==> config.mk <==
export PLATFORM = sky130hd
export DESIGN_NAME = spi_frame_rx
export DESIGN_NICKNAME = d
export VERILOG_FILES = /design/src/rtl/spi_frame_rx.sv
export SDC_FILE = /design/constraint.sdc
export NUM_CORES = 1
export LEC_CHECK = 0
export CAP_MARGIN = 20
export CORE_AREA = 5 5 85 119
export DETAILED_ROUTE_END_ITERATION = 6
export DIE_AREA = 0 0 90 124
export DONT_BUFFER_PORTS = 1
export HOLD_SLACK_MARGIN = 0.12
export PLACE_DENSITY = 0.73
export SYNTH_ARGS = -nofsm -noshare
export SYNTH_HDL_FRONTEND = slang
export SYNTH_SLANG_ARGS = --single-unit
==> constraint.sdc <==
create_clock -name clk -period 6.43 [get_ports clk]
set_input_delay 1.286 -clock clk [delete_from_list [all_inputs] [get_ports clk]]
set_output_delay 1.286 -clock clk [all_outputs]
set_load 0.05 [all_outputs]
==> src/rtl/spi_frame_rx.sv <==
// SPI mode-0 note-frame receiver: synchronizes sck/sdi/cs_n into clk, assembles
// FRAME_BITS-bit frames and flags bad-length transfers. Optional macro SPI_FRAME_CHANGE_ONLY_EN.
module spi_frame_rx #(
    parameter int FRAME_BITS  = 48,
    parameter int SYNC_STAGES = 2
) (
    input  logic                  clk,
    input  logic                  nreset,
    input  logic                  sck,
    input  logic                  sdi,
    input  logic                  cs_n,
    output logic [FRAME_BITS-1:0] frame_data,
    output logic                  frame_valid,
    output logic                  frame_err,
    output logic                  busy
);
    localparam int CNT_W = $clog2(FRAME_BITS + 1);
    localparam logic [CNT_W-1:0] FULL = CNT_W'(FRAME_BITS);

    typedef enum logic [1:0] {IDLE, RECV, OVF} state_t;

    logic [SYNC_STAGES-1:0] sck_sync_q, sck_sync_d;
    logic [SYNC_STAGES-1:0] sdi_sync_q, sdi_sync_d;
    logic [SYNC_STAGES-1:0] cs_sync_q, cs_sync_d;
    logic                   sck_hist_q, sck_hist_d;
    logic                   cs_hist_q, cs_hist_d;
    logic                   sck_rise_q, sck_rise_d;
    logic                   cs_rise_q, cs_rise_d;
    logic                   cs_fall_q, cs_fall_d;
    logic                   sdi_smp_q, sdi_smp_d;
    logic [SYNC_STAGES:0]   settle_q, settle_d;
    logic                   armed_q, armed_d;
    state_t                 state_q, state_d;
    logic [CNT_W-1:0]       cnt_q, cnt_d;
    logic [FRAME_BITS-1:0]  shreg_q, shreg_d;
    logic [FRAME_BITS-1:0]  frame_data_q, frame_data_d;
    logic                   frame_valid_q, frame_valid_d;
    logic                   frame_err_q, frame_err_d;

    logic sck_s, cs_s, sdi_s;
    assign sck_s = sck_sync_q[SYNC_STAGES-1];
    assign cs_s  = cs_sync_q[SYNC_STAGES-1];
    assign sdi_s = sdi_sync_q[SYNC_STAGES-1];

    // Synchronizers, edge detection and the post-reset arming logic. Events are
    // registered so sck, sdi and cs_n all reach the FSM with identical delay.
    always_comb begin
        sck_sync_d = {sck_sync_q[SYNC_STAGES-2:0], sck};
        sdi_sync_d = {sdi_sync_q[SYNC_STAGES-2:0], sdi};
        cs_sync_d  = {cs_sync_q[SYNC_STAGES-2:0], cs_n};
        sck_hist_d = sck_s;
        cs_hist_d  = cs_s;
        sck_rise_d = sck_s & ~sck_hist_q;
        cs_rise_d  = cs_s & ~cs_hist_q;
        cs_fall_d  = ~cs_s & cs_hist_q;
        sdi_smp_d  = sdi_s;
        settle_d   = {settle_q[SYNC_STAGES-1:0], 1'b1};
        // A cs_n fall only counts once the real pin has been seen high after reset,
        // so a transfer cut by reset is ignored until a fresh select.
        armed_d    = armed_q | (settle_q[SYNC_STAGES] & cs_s & cs_hist_q);
    end

    always_ff @(posedge clk or negedge nreset) begin
        if (!nreset) begin
            sck_sync_q    <= '0;
            sdi_sync_q    <= '0;
            cs_sync_q     <= '1;
            sck_hist_q    <= 1'b0;
            cs_hist_q     <= 1'b1;
            sck_rise_q    <= 1'b0;
            cs_rise_q     <= 1'b0;
            cs_fall_q     <= 1'b0;
            sdi_smp_q     <= 1'b0;
            settle_q      <= '0;
            armed_q       <= 1'b0;
            state_q       <= IDLE;
            cnt_q         <= '0;
            shreg_q       <= '0;
            frame_data_q  <= '0;
            frame_valid_q <= 1'b0;
            frame_err_q   <= 1'b0;
        end else begin
            sck_sync_q    <= sck_sync_d;
            sdi_sync_q    <= sdi_sync_d;
            cs_sync_q     <= cs_sync_d;
            sck_hist_q    <= sck_hist_d;
            cs_hist_q     <= cs_hist_d;
            sck_rise_q    <= sck_rise_d;
            cs_rise_q     <= cs_rise_d;
            cs_fall_q     <= cs_fall_d;
            sdi_smp_q     <= sdi_smp_d;
            settle_q      <= settle_d;
            armed_q       <= armed_d;
            state_q       <= state_d;
            cnt_q         <= cnt_d;
            shreg_q       <= shreg_d;
            frame_data_q  <= frame_data_d;
            frame_valid_q <= frame_valid_d;
            frame_err_q   <= frame_err_d;
        end
    end

    always_comb begin
        state_d       = state_q;
        cnt_d         = cnt_q;
        shreg_d       = shreg_q;
        frame_data_d  = frame_data_q;
        frame_valid_d = 1'b0;
        frame_err_d   = 1'b0;
        unique case (state_q)
            IDLE: begin
                if (cs_fall_q && armed_q) begin
                    cnt_d   = '0;
                    shreg_d = '0;
                    state_d = RECV;
                end
            end
            RECV: begin
                // The sck rise is applied first so a coincident cs_n rise sees the final bit.
                if (sck_rise_q) begin
                    if (cnt_q == FULL) begin
                        state_d = OVF;
                    end else begin
                        shreg_d = {shreg_q[FRAME_BITS-2:0], sdi_smp_q};
                        cnt_d   = cnt_q + CNT_W'(1);
                    end
                end
                if (cs_rise_q) begin
                    state_d = IDLE;
                    if (sck_rise_q && cnt_q == FULL) begin
                        frame_err_d = 1'b1;
                    end else if (cnt_d == FULL) begin
`ifdef SPI_FRAME_CHANGE_ONLY_EN
                        if (shreg_d != frame_data_q) begin
                            frame_data_d  = shreg_d;
                            frame_valid_d = 1'b1;
                        end
`else
                        frame_data_d  = shreg_d;
                        frame_valid_d = 1'b1;
`endif
                    end else begin
                        frame_err_d = 1'b1;
                    end
                end
            end
            OVF: begin
                if (cs_rise_q) begin
                    state_d     = IDLE;
                    frame_err_d = 1'b1;
                end
            end
            default: state_d = IDLE;
        endcase
    end

    always_comb begin
        busy = (state_q != IDLE);
    end

    assign frame_data  = frame_data_q;
    assign frame_valid = frame_valid_q;
    assign frame_err   = frame_err_q;

endmodule

== Word-level counts from Yosys, hierarchy flattened ==
Cells that the tools add are included.

* $add $sub $neg: 1
* Equal/unequal tests: 8
* Multiplexer cells: 24
* Bitwise logic cells: 10
* Reduce and logical (&&, ||, !) cells: 8

{| class="wikitable"
|+ Operators with widths
! operator !! count
|-
| 2-to-1 mux 48 bit || 3
|-
| one-hot mux 48 bit (2 select lines) || 1
|-
| 2-to-1 mux 6 bit || 4
|-
| == test 6 bit, second input constant || 2
|-
| one-hot mux 6 bit (2 select lines) || 1
|-
| 2-to-1 mux 2 bit || 5
|-
| 2-to-1 mux 1 bit || 8
|-
| AND reduction 4 bit || 2
|-
| adder 6 x 1 -> 6 bit, second input constant || 1
|-
| inequality test 3 bit, second input constant || 2
|-
| one-hot mux 2 bit (3 select lines) || 1
|-
| bitwise AND 1 bit || 5
|-
| inequality test 2 bit, second input constant || 2
|-
| inverter 1 bit || 4
|-
| nonzero test 2 bit || 2
|-
| == test 2 x 1 -> 1 bit, second input constant || 1
|-
| == test 2 bit, second input constant || 1
|-
| logical AND 1 bit || 2
|-
| zero test 2 bit || 1
|-
| one-hot mux 1 bit (2 select lines) || 1
|-
| AND reduction 2 bit || 1
|-
| OR 1 bit || 1
|}

* Register bits after elaboration: 122
* Output and inout bits: 51
* Word-level logic and storage cells: 68

== Logic depth before layout (Yosys ltp) ==
Gate-level depths: netlist of run 1.

* Word-level depth: 9
* Depth in mapped cells: 10
* Gate-level depth less buffers: 7

== Worst setup path after synthesis of run 1 ==
No wires, ideal clock.

* Path type: reg2out
* Start: reg state_q[1]
* End: out busy
* Data arrival time: 0.958 ns
* Data required time: 5.144 ns
* Slack: 4.186 ns
* Cell stages (with the launch flop): 4
* Path buffers: 0
* Cells stage by stage: dfrtp_1 > inv_1 > ha_1 > inv_1

* Cells in the longest elaborated chain, start to end: 1

{| class="wikitable"
|+ Ends and longest elaborated chain
! element !! line !! text
|-
| start, declared || 33 || <nowiki>state_t state_q, state_d;</nowiki>
|-
| start signal, assigned || 94 || <nowiki>state_q <= state_d;</nowiki>
|-
| nonzero test 2 bit || 158 || <nowiki>busy = (state_q != IDLE);</nowiki>
|-
| end, declared || 15 || <nowiki>output logic busy</nowiki>
|}

Every way passes these cells.

== Worst setup path in the final report of run 1 ==
* Start: reg cnt_q[0]
* End: reg frame_data_q[44] (netlist: frame_data[44])

* Cells in the longest elaborated chain, start to end: 6

{| class="wikitable"
|+ Ends and longest elaborated chain
! element !! line !! text
|-
| start, declared || 34 || <nowiki>logic [CNT_W-1:0] cnt_q, cnt_d;</nowiki>
|-
| start signal, assigned || 95 || <nowiki>cnt_q <= cnt_d;</nowiki>
|-
| adder 6 x 1 -> 6 bit or == test 6 bit (tied branches) || 125, 121, 130 ||
|-
| 2-to-1 mux 6 bit || 121 || <nowiki>if (cnt_q == FULL) begin</nowiki>
|-
| 2-to-1 mux 6 bit || 120 || <nowiki>if (sck_rise_q) begin</nowiki>
|-
| 2-to-1 mux 6 bit || 110 || <nowiki>unique case (state_q)</nowiki>
|-
| == test 6 bit || 132 || <nowiki>end else if (cnt_d == FULL) begin</nowiki>
|-
| AND reduction 4 bit (no source line) || n/a ||
|-
| end signal, assigned || 97 || <nowiki>frame_data_q <= frame_data_d;</nowiki>
|-
| end, declared || 36 || <nowiki>logic [FRAME_BITS-1:0] frame_data_q, frame_data_d;</nowiki>
|}

Several ways; a longest one is shown, not always the timed one. The select of a mux whose other input is x is not followed.
A chain may end at the register's enable or synchronous reset.

==> results.cfg, run 1 <==
[outcome]
status = finished, final reports clean

[critical_path]
slowest_stage = nand4b_4
cp.buffers_inverters = 2
critPathMaxFanout = 52
critPathMaxStageDelay_ns = 0.79
critPathTopFamily = multiplexers
critPathArrivalTime_ns = 3.46
path_depth = 8
r2r_slack_ns = 3.25
cp-end-kind = flop
cp.required_ns = 6.71
cp_cell_sequence = inv_1, ha_1, nand3b_4, o21ai_4, buf_4, mux2i_1, nand4b_4, mux2_2
crit_path_start_kind = flop
r2r_cells = 8
worst-setup-path-type = reg2reg

[yosys]
synth-seq-cells = 122
syn_inst = 385
syn_avg_cell_area_um2 = 13.6
async_flop_share = 1.00
synth_nets = 395
synth_seq_area_share = 0.583
synthFlopType = dfrtp_1
synth_cell_types = 42
synth.area.top_cells = dfrtp_1 57%, mux2_2 17%, a22o_1 6.9%, mux2i_1 2.9%, o21ai_0 1.5%
ys_warn_count = 0
yosys.area.top_type = dfrtp_1
synth_edf_count = 0
synth_top_area_frac = 0.568
netlist_area_um2 = 5240

[sta]
hold_violations = 0
worst_pin_slew_ns = 1.03
final-setup-viol-count = 0
worst_slack_ns = 3.25
final_max_slew_viol_count = 0
rsz0062_at_grt = no
tns_ns = 0
finClkSkew_ns = 0.00676
fin_crit_sh = 0.495
fin_crit_ns = 3.18
whs_ns = 0.352
relSlewSlack = 0.314
clock.fmax_mhz = 314

[cts]
clk_pin_slew_ns = 0.05
cts.path.max_buffers = 2
cts_buffers = 17
cts_max_level = 4
post_cts_buffers = 0
cts.sinks = 122
ctsResizeCount = 0
ctsHoldBuffers = 0
clk_latency_ns = 0.40
cts_tree = built
root_buffer = clkbuf_16

[power]
power_density_nw_per_um2 = 356
peakVddDrop_v = 0.000302
leakagePower_uw = 0.00295

[placement]
dp_hpwl_mm = 5.40
place_ws_ns = 3.19
gp_congestion = 0.854
portBuffers = 0

[floorplanning]
rows = 41
die_x_um = 90
io_pins = 56
die-area_um2 = 11200
start_util = 0.590
core_area_um2 = 8870
die_h_um = 124

[layout]
antennaDiodeCount = 0
final_common_cell = dfrtp_1
drive_above_1_share = 0.313
nNetsFinal = 390
post-route-util = 0.670
fillerInstances = 639
syn_to_final_growth_pct = 13.4
final_cell_mix = 119 x dfrtp_1, 80 x mux2_2, 41 x a22o_1

[global_route]
gr-total-overflow = 0
track_usage = 0.176
antenna_found_initial = 0
grt_max_degree = 123
first_global_vias = 3157
grt_pass1_wl_mm = 15.7

[hold_path]
hold_path.class = reg2reg
hold_depth = 0

[routing]
ant_nets = 0
drc = 0
drt-pass1-iter-count = 7
vias_per_cell = 5.96
wl_per_cell_um = 18.6
route.vias.total = 2978
wl_mm = 9.28
drtIter0Drc = 215

[flow_run]
cap_viol_max_count = 0
per-stage QoR:
| stage | total power [uW] | instance area, um2 | instances |
|---|---|---|---|
| finish | 2120 | 5940 | 500 |
| floorplan | 1020 | 5240 | 385 |
| detailed placement | 1070 | 5270 | 467 |
| CTS | 2120 | 5920 | 499 |
| global placement | 1060 | 5270 | 467 |
| global route | 2200 | 5940 | 500 |
layout make-up:
class                   count  area (um2)  share of cell area
clock buffers              25         495              0.0834
well taps                 107         134              0.0225
inverters                  17        63.8              0.0107
clock inverters             7         160              0.0269
multi-input cells         220        2010               0.338
repair buffers              2        27.5             0.00463
flip-flops and latches    122        3060               0.514
kinds of logic (layout without fill, tap and decap cells):
group	after synthesis	in the layout	synth area share
AO/OA/AOI/OAI	84	84	0.121
XOR/XNOR	1	1	0.00310
AND/OR/NAND/NOR	32	32	0.0356
flip-flops	122	122	0.583
multiplexers	97	97	0.206
buffers and inverters	43	51	0.0384
adder cells (fa/ha/maj)	5	5	0.0119
other	1	1	0.000716
where the power goes:
group          switching, uW  internal [uW]  total [uW]
clock                    315            728        1040
sequential              21.5            788         809
combinational            198           66.3         264
synth_stat cells (all sizes together) (2+ instances only):
cell    instances
o31ai           4
mux2           82
nand2          11
nor2b           3
o211ai          2
inv            17
dfstp           3
a22o           41
dfrtp         119
nand3           2
buf            15
mux2i          15
o21ai          18
a31oi           3
a21oi           7
nor2            6
clkbuf         11
ha              5
nand2b          2
a41oi           2
and4            2
path summary, 6_finish.rpt:
| path | start | to |
|---|---|---|
| max | cnt_q[0] | frame_data[44] |
| min | settle_q[0] | settle_q[1] |
| max reg2reg | cnt_q[0] | frame_data[44] |
| min reg2reg | settle_q[0] | settle_q[1] |
| max in group asynchronous | nreset | sdi_sync_q[0] |
| min in group asynchronous | nreset | cs_fall_q |
metal layers:
metal  vias to the layer above  track usage  routed length, um
met5                         -            0                  0
met2                        60        0.273               4530
met1                      1516        0.216               4030
met4                         0       0.0782                201
met3                        19       0.0761                513
li1                       1383            -                  -
registers in the layout, indices dropped and copies added, names as in the netlist, 2 cells and up:
| signal | cells |
|---|---|
| sck_sync_q | 2 |
| cs_sync_q | 2 |
| settle_q | 3 |
| frame_data | 48 |
| cnt_q | 6 |
| sdi_sync_q | 2 |
| state_q | 2 |
| shreg_q | 48 |
(Power assumes the default switching activity.)
==> inputs of run 2 (changes only) <==
clock period = 3.1 ns   (was 6.43 ns; I/O delays follow)
==> run 2 against run 1 <==
Effect of this change: the flow now finishes with violations (negative hold slack); setup slack worse by 2.7 ns; wire length down 0.49%; clock power up 85%; hold slack worse by 0.45 ns; count of clock-buffer cells in the layout down 5; maximum frequency up 25%.
==> results.cfg, run 2 (synthesis results as in run 1) <==
[critical_path]
cp-end-kind = flop
r2r_slack_ns = 0.56
r2r_cells = 7
startpoint = cnt_q[0]
r2r-start = cnt_q[0]
endpoint = frame_data[24]
crit_path_start_kind = flop
reg2reg_to = frame_data[24]
cp.required_ns = 3.40
critPathArrivalTime_ns = 2.84
critPathMaxFanout = 39
worst-setup-path-type = reg2reg

[hold_path]
hold_path.class = in2async

[routing]
vias_per_cell = 6.00
ant_nets = 0
drt-pass1-iter-count = 6
drtIter0Drc = 156
wl_mm = 9.23
wl_per_cell_um = 18.3
route.vias.total = 3018
drc = 0

[global_route]
antenna_found_initial = 0
first_global_vias = 3307
grt_max_degree = 123
grt_pass1_wl_mm = 16.3
gr-total-overflow = 0
track_usage = 0.183

[outcome]
violations = negative hold slack
status = complete, but fails checks

[sta]
hold_violations = 119
fin_crit_sh = 0.820
clock.fmax_mhz = 393
fin_crit_ns = 2.54
relSlewSlack = 0.553
worst_slack_ns = 0.558
finClkSkew_ns = 0.00553
rsz0062_at_grt = no
final-setup-viol-count = 0
final_max_slew_viol_count = 0
worst_pin_slew_ns = 0.670
tns_ns = 0
whs_ns = -0.0975

[floorplanning]
rows = 41
core_area_um2 = 8870
start_util = 0.590
io_pins = 56
die-area_um2 = 11200
die_x_um = 90
die_h_um = 124

[placement]
gp_congestion = 0.744
place_ws_ns = 0.587
dp_hpwl_mm = 5.68
dpl-instance-area_um2 = 5310
portBuffers = 0

[power]
peakVddDrop_v = 0.000527
leakagePower_uw = 0.00293
power_density_nw_per_um2 = 704

[cts]
cts_max_level = 4
cts_tree = built
root_buffer = clkbuf_16
cts.path.max_buffers = 2
clk_pin_slew_ns = 0.06
clk_latency_ns = 0.41
cts_buffers = 17
post_cts_buffers = 0
cts.sinks = 122

[layout]
drive_above_1_share = 0.328
antennaDiodeCount = 0
post-route-util = 0.665
final_cell_mix = 119 x dfrtp_1, 80 x mux2_2, 41 x a22o_1
fillerInstances = 621
final_common_cell = dfrtp_1
design_area_um2 = 5900
nNetsFinal = 393
syn_to_final_growth_pct = 12.6

[flow_run]
cap_viol_max_count = 0
run 2: worst min-delay path by stage:
stage                     slack (ns)             end  cells past startpoint    from
after floorplan                 0.32         armed_q                      0  nreset
after global placement          0.33   sck_sync_q[1]                      0  nreset
after detailed placement        0.33   sck_sync_q[1]                      0  nreset
after CTS                      -0.11   sck_sync_q[1]                      0  nreset
after global routing           -0.12      sck_rise_q                      0  nreset
final                           -0.1  frame_data[38]                      0  nreset
run 2: through the flow:
step | cells | hold WS, ns | power (uW)
6_report | 503 | -0.0975 | 4160
5_1_grt | 503 | -0.120 | 4330
4_1_cts | 503 | -0.110 | 4200
3_5_place_dp | 471 | 0.329 | 2260
3_3_place_gp | 471 | 0.330 | 2240
2_1_floorplan | 385 | 0.324 | 2110
run 2: timing repair:
item	4_1_cts	5_1_grt
gates resized for setup	0	0
hold endpoints to repair	122	122
endpoints found under the setup margin	0	0
run 2: critical path, stage by stage, from the launching register on:
cell	delay, ns
dfrtp_1	0.51
ha_1	0.38
xnor2_2	0.16
a31oi_1	0.11
o31ai_2	0.33
nand4b_4	0.32
buf_12	0.29
mux2_2	0.29
run 2: where the power goes:
part	internal, uW	leakage, uW	total (uW)	switching, uW
Clock	1240	0.000280	1920	683
Combinational	141	0.000984	555	415
Sequential	1630	0.00166	1680	48.2
Total	3010	0.00293	4160	1150
run 2: cell type report:
class,count,area [um2],share of cell area
Clock buffer,20,467,0.0791
Clock inverter,12,123,0.0208
Inverter,17,63.8,0.0108
Multi-Input combinational cell,220,2010,0.340
Sequential cell,122,3060,0.518
Tap cell,107,134,0.0227
Timing Repair Buffer,5,50.0,0.00848
run 2: per-layer routing:
metal | track usage | part of all wire
met3 | 0.0737 | 0.062
met4 | 0.0754 | 0.017
met5 | 0 | 0
met1 | 0.220 | 0.41
met2 | 0.296 | 0.51
==> inputs of run 3 (changes only) <==
ABC_AREA = 1   (was not set)
CORE_AREA = 5 5 88 123   (was 5 5 85 119)
DIE_AREA = 0 0 93 128   (was 0 0 90 124)
PLACE_DENSITY = 0.72   (was 0.73)
clock period = 2.1 ns   (was 3.1 ns; I/O delays follow)
==> run 3 against run 2 <==
Effect of this change: the run still ends with negative hold slack left; cell area up 2.3%; sequential share of layout area fell by 1.2 points; maximum frequency increased by 32%; first-iteration DRC count is 71% higher; global-route usage rose by 1.2 points; hold slack worse by 0.20 ns; area after synthesis grew 1.7%; count of clock-buffer cells in the layout decreased by 1; utilization down 4.2 points; largest power group unchanged; highest routed layer unchanged.
==> results.cfg, run 3 <==
[outcome]
status = complete, but fails checks
violations = negative hold slack

[floorplanning]
core_area_um2 = 9680
die_x_um = 93
die-area_um2 = 11900
rows = 43
die_h_um = 128
start_util = 0.551
io_pins = 56

[global_route]
first_global_vias = 4122
gr-total-overflow = 0
grt_max_degree = 123
grt_pass1_wl_mm = 18.5
antenna_found_initial = 0
track_usage = 0.196

[yosys]
ys_warn_count = 0
syn_avg_cell_area_um2 = 8.42
async_flop_share = 1.00
syn_inst = 633
synth_top_area_frac = 0.559
synth_nets = 643
synth.most_common_cell = nand2_1
synth-seq-cells = 122
synth_cell_types = 29
ys_top_cells_by_count = 220 x nand2_1, 119 x dfrtp_1, 98 x o21ai_0
synth_seq_area_share = 0.573
synth_edf_count = 0
yosys.area.top_type = dfrtp_1
netlist_area_um2 = 5330
synth.area.top_cells = dfrtp_1 56%, nand2_1 15%, o21ai_0 9.2%, nand3_1 5.1%, inv_1 4.3%
synthFlopType = dfrtp_1

[layout]
nNetsFinal = 642
antennaDiodeCount = 0
fillerInstances = 809
ff_latch_area_um2 = 3060
multi_input_area_um2 = 1840
syn_to_final_growth_pct = 13.2
drive_above_1_share = 0.0977
final_cell_mix = 219 x nand2_1, 119 x dfrtp_1, 98 x o21ai_0
final_common_cell = nand2_1

[sta]
relSlewSlack = 0.665
fin_crit_ns = 1.92
worst_pin_slew_ns = 0.503
clock.fmax_mhz = 520
rsz0062_at_grt = yes
final-setup-viol-count = 0
final_max_slew_viol_count = 0
worst_slack_ns = 0.175
finClkSkew_ns = 0.00472
hold_violations = 122
fin_crit_sh = 0.917
whs_ns = -0.297

[routing]
wl_mm = 10.6
route.vias.total = 4102
drc = 0
wl_per_cell_um = 14.1
ant_nets = 0
drtIter0Drc = 266
drt-pass1-iter-count = 4
vias_per_cell = 5.42

[placement]
gp_congestion = 0.826
portBuffers = 0
dp_hpwl_mm = 6.63
place_ws_ns = 0.185

[power]
leakagePower_uw = 0.00284
peakVddDrop_v = 0.000913
power_density_nw_per_um2 = 1050
total_power_uw = 6350

[cts]
cts_max_level = 4
root_buffer = clkbuf_16
cts_buffers = 17
clk_pin_slew_ns = 0.06
cts.sinks = 122
clk_latency_ns = 0.41
post_cts_buffers = 0
cts.path.max_buffers = 2
ctsHoldBuffers = 3
cts_tree = built

[critical_path]
critPathArrivalTime_ns = 2.22
cp.required_ns = 2.40
worst-setup-path-type = reg2reg
critPathMaxFanout = 24
cp-end-kind = flop
crit_path_start_kind = flop

[flow_run]
cap_viol_max_count = 0

[hold_path]
hold_path.class = in2async
-- run 3: cells by family (layout without fill, tap and decap cells) --
family          Yosys count  after routing  synth area share
buf+inv                 102            114            0.0819
other cells               1              1          0.000703
compound gates          110            110             0.107
fa+ha+maj                 5              5            0.0117
flops                   122            122             0.573
simple gates            293            293             0.225
-- run 3: final timing paths --
path | start | to | slack (ns) | depth (start not counted)
worst max register to register | cnt_q[1] | frame_data[27] | 0.18 | 14
min in group clk | sdi_sync_q[0] | sdi_sync_q[1] | 0.35 | 0
max in group asynchronous | nreset | cs_hist_q | 2.19 | 0
worst min register to register | sdi_sync_q[0] | sdi_sync_q[1] | 0.35 | 0
worst min-delay path | nreset | shreg_q[44] | -0.30 | 0
worst max-delay path | cnt_q[1] | frame_data[27] | 0.18 | 14
-- run 3: metal layers --
layer  up-vias  global-route usage  routed length (um)  share of wire
li1       2011                   -                   -              -
met3        20              0.0617                 553          0.052
met1      1974               0.229                4470           0.42
met4         0              0.0880                 219          0.021
met2        97               0.328                5390           0.51
met5         -                   0                   0              0
-- run 3: report_power, final --
group	internal (uW)	switching, uW	total (uW)
sequential	2410	53.5	2470
clock	1810	1060	2870
combinational	234	776	1010
total	4460	1890	6350
-- run 3: cell type report --
class,instances,share of cell area
sequential,122,0.506
timing repair buffer,17,0.0257
multi-input combinational,409,0.305
inverter,65,0.0404
tap,112,0.0232
clock inverter,13,0.0238
clock buffer,19,0.0750
-- run 3: critical path, stage by stage (launching register included) --
cell	delay (ns)
dfrtp_1	0.41
inv_1	0.12
ha_1	0.15
nand2_1	0.05
nor2_1	0.08
nand2_1	0.10
nand2_2	0.11
nand2_1	0.08
nand2_2	0.09
nand2_1	0.05
nor2_1	0.08
nand3b_1	0.10
buf_4	0.23
nand2_1	0.09
nand2_1	0.06
-- run 3: stage by stage --
stage / setup TNS [ns] / cells / hold slack (ns) / instance area [um2] / util
global placement: 0 / 722 / 0.128 / 5400 / 0.558
detailed placement: 0 / 722 / 0.128 / 5400 / 0.558
floorplan: 0 / 633 / 0.124 / 5330 / -
finish: 0 / 757 / -0.297 / 6040 / 0.623
CTS: 0 / 757 / -0.319 / 6030 / 0.622
global route: -0.0129 / 757 / -0.322 / 6040 / 0.623
-- run 3: what timing repair did --
action | in CTS | in global routing
setup endpoints to repair | 0 | 23
resized for setup | 0 | 3
endpoints found under the hold margin | 125 | 122
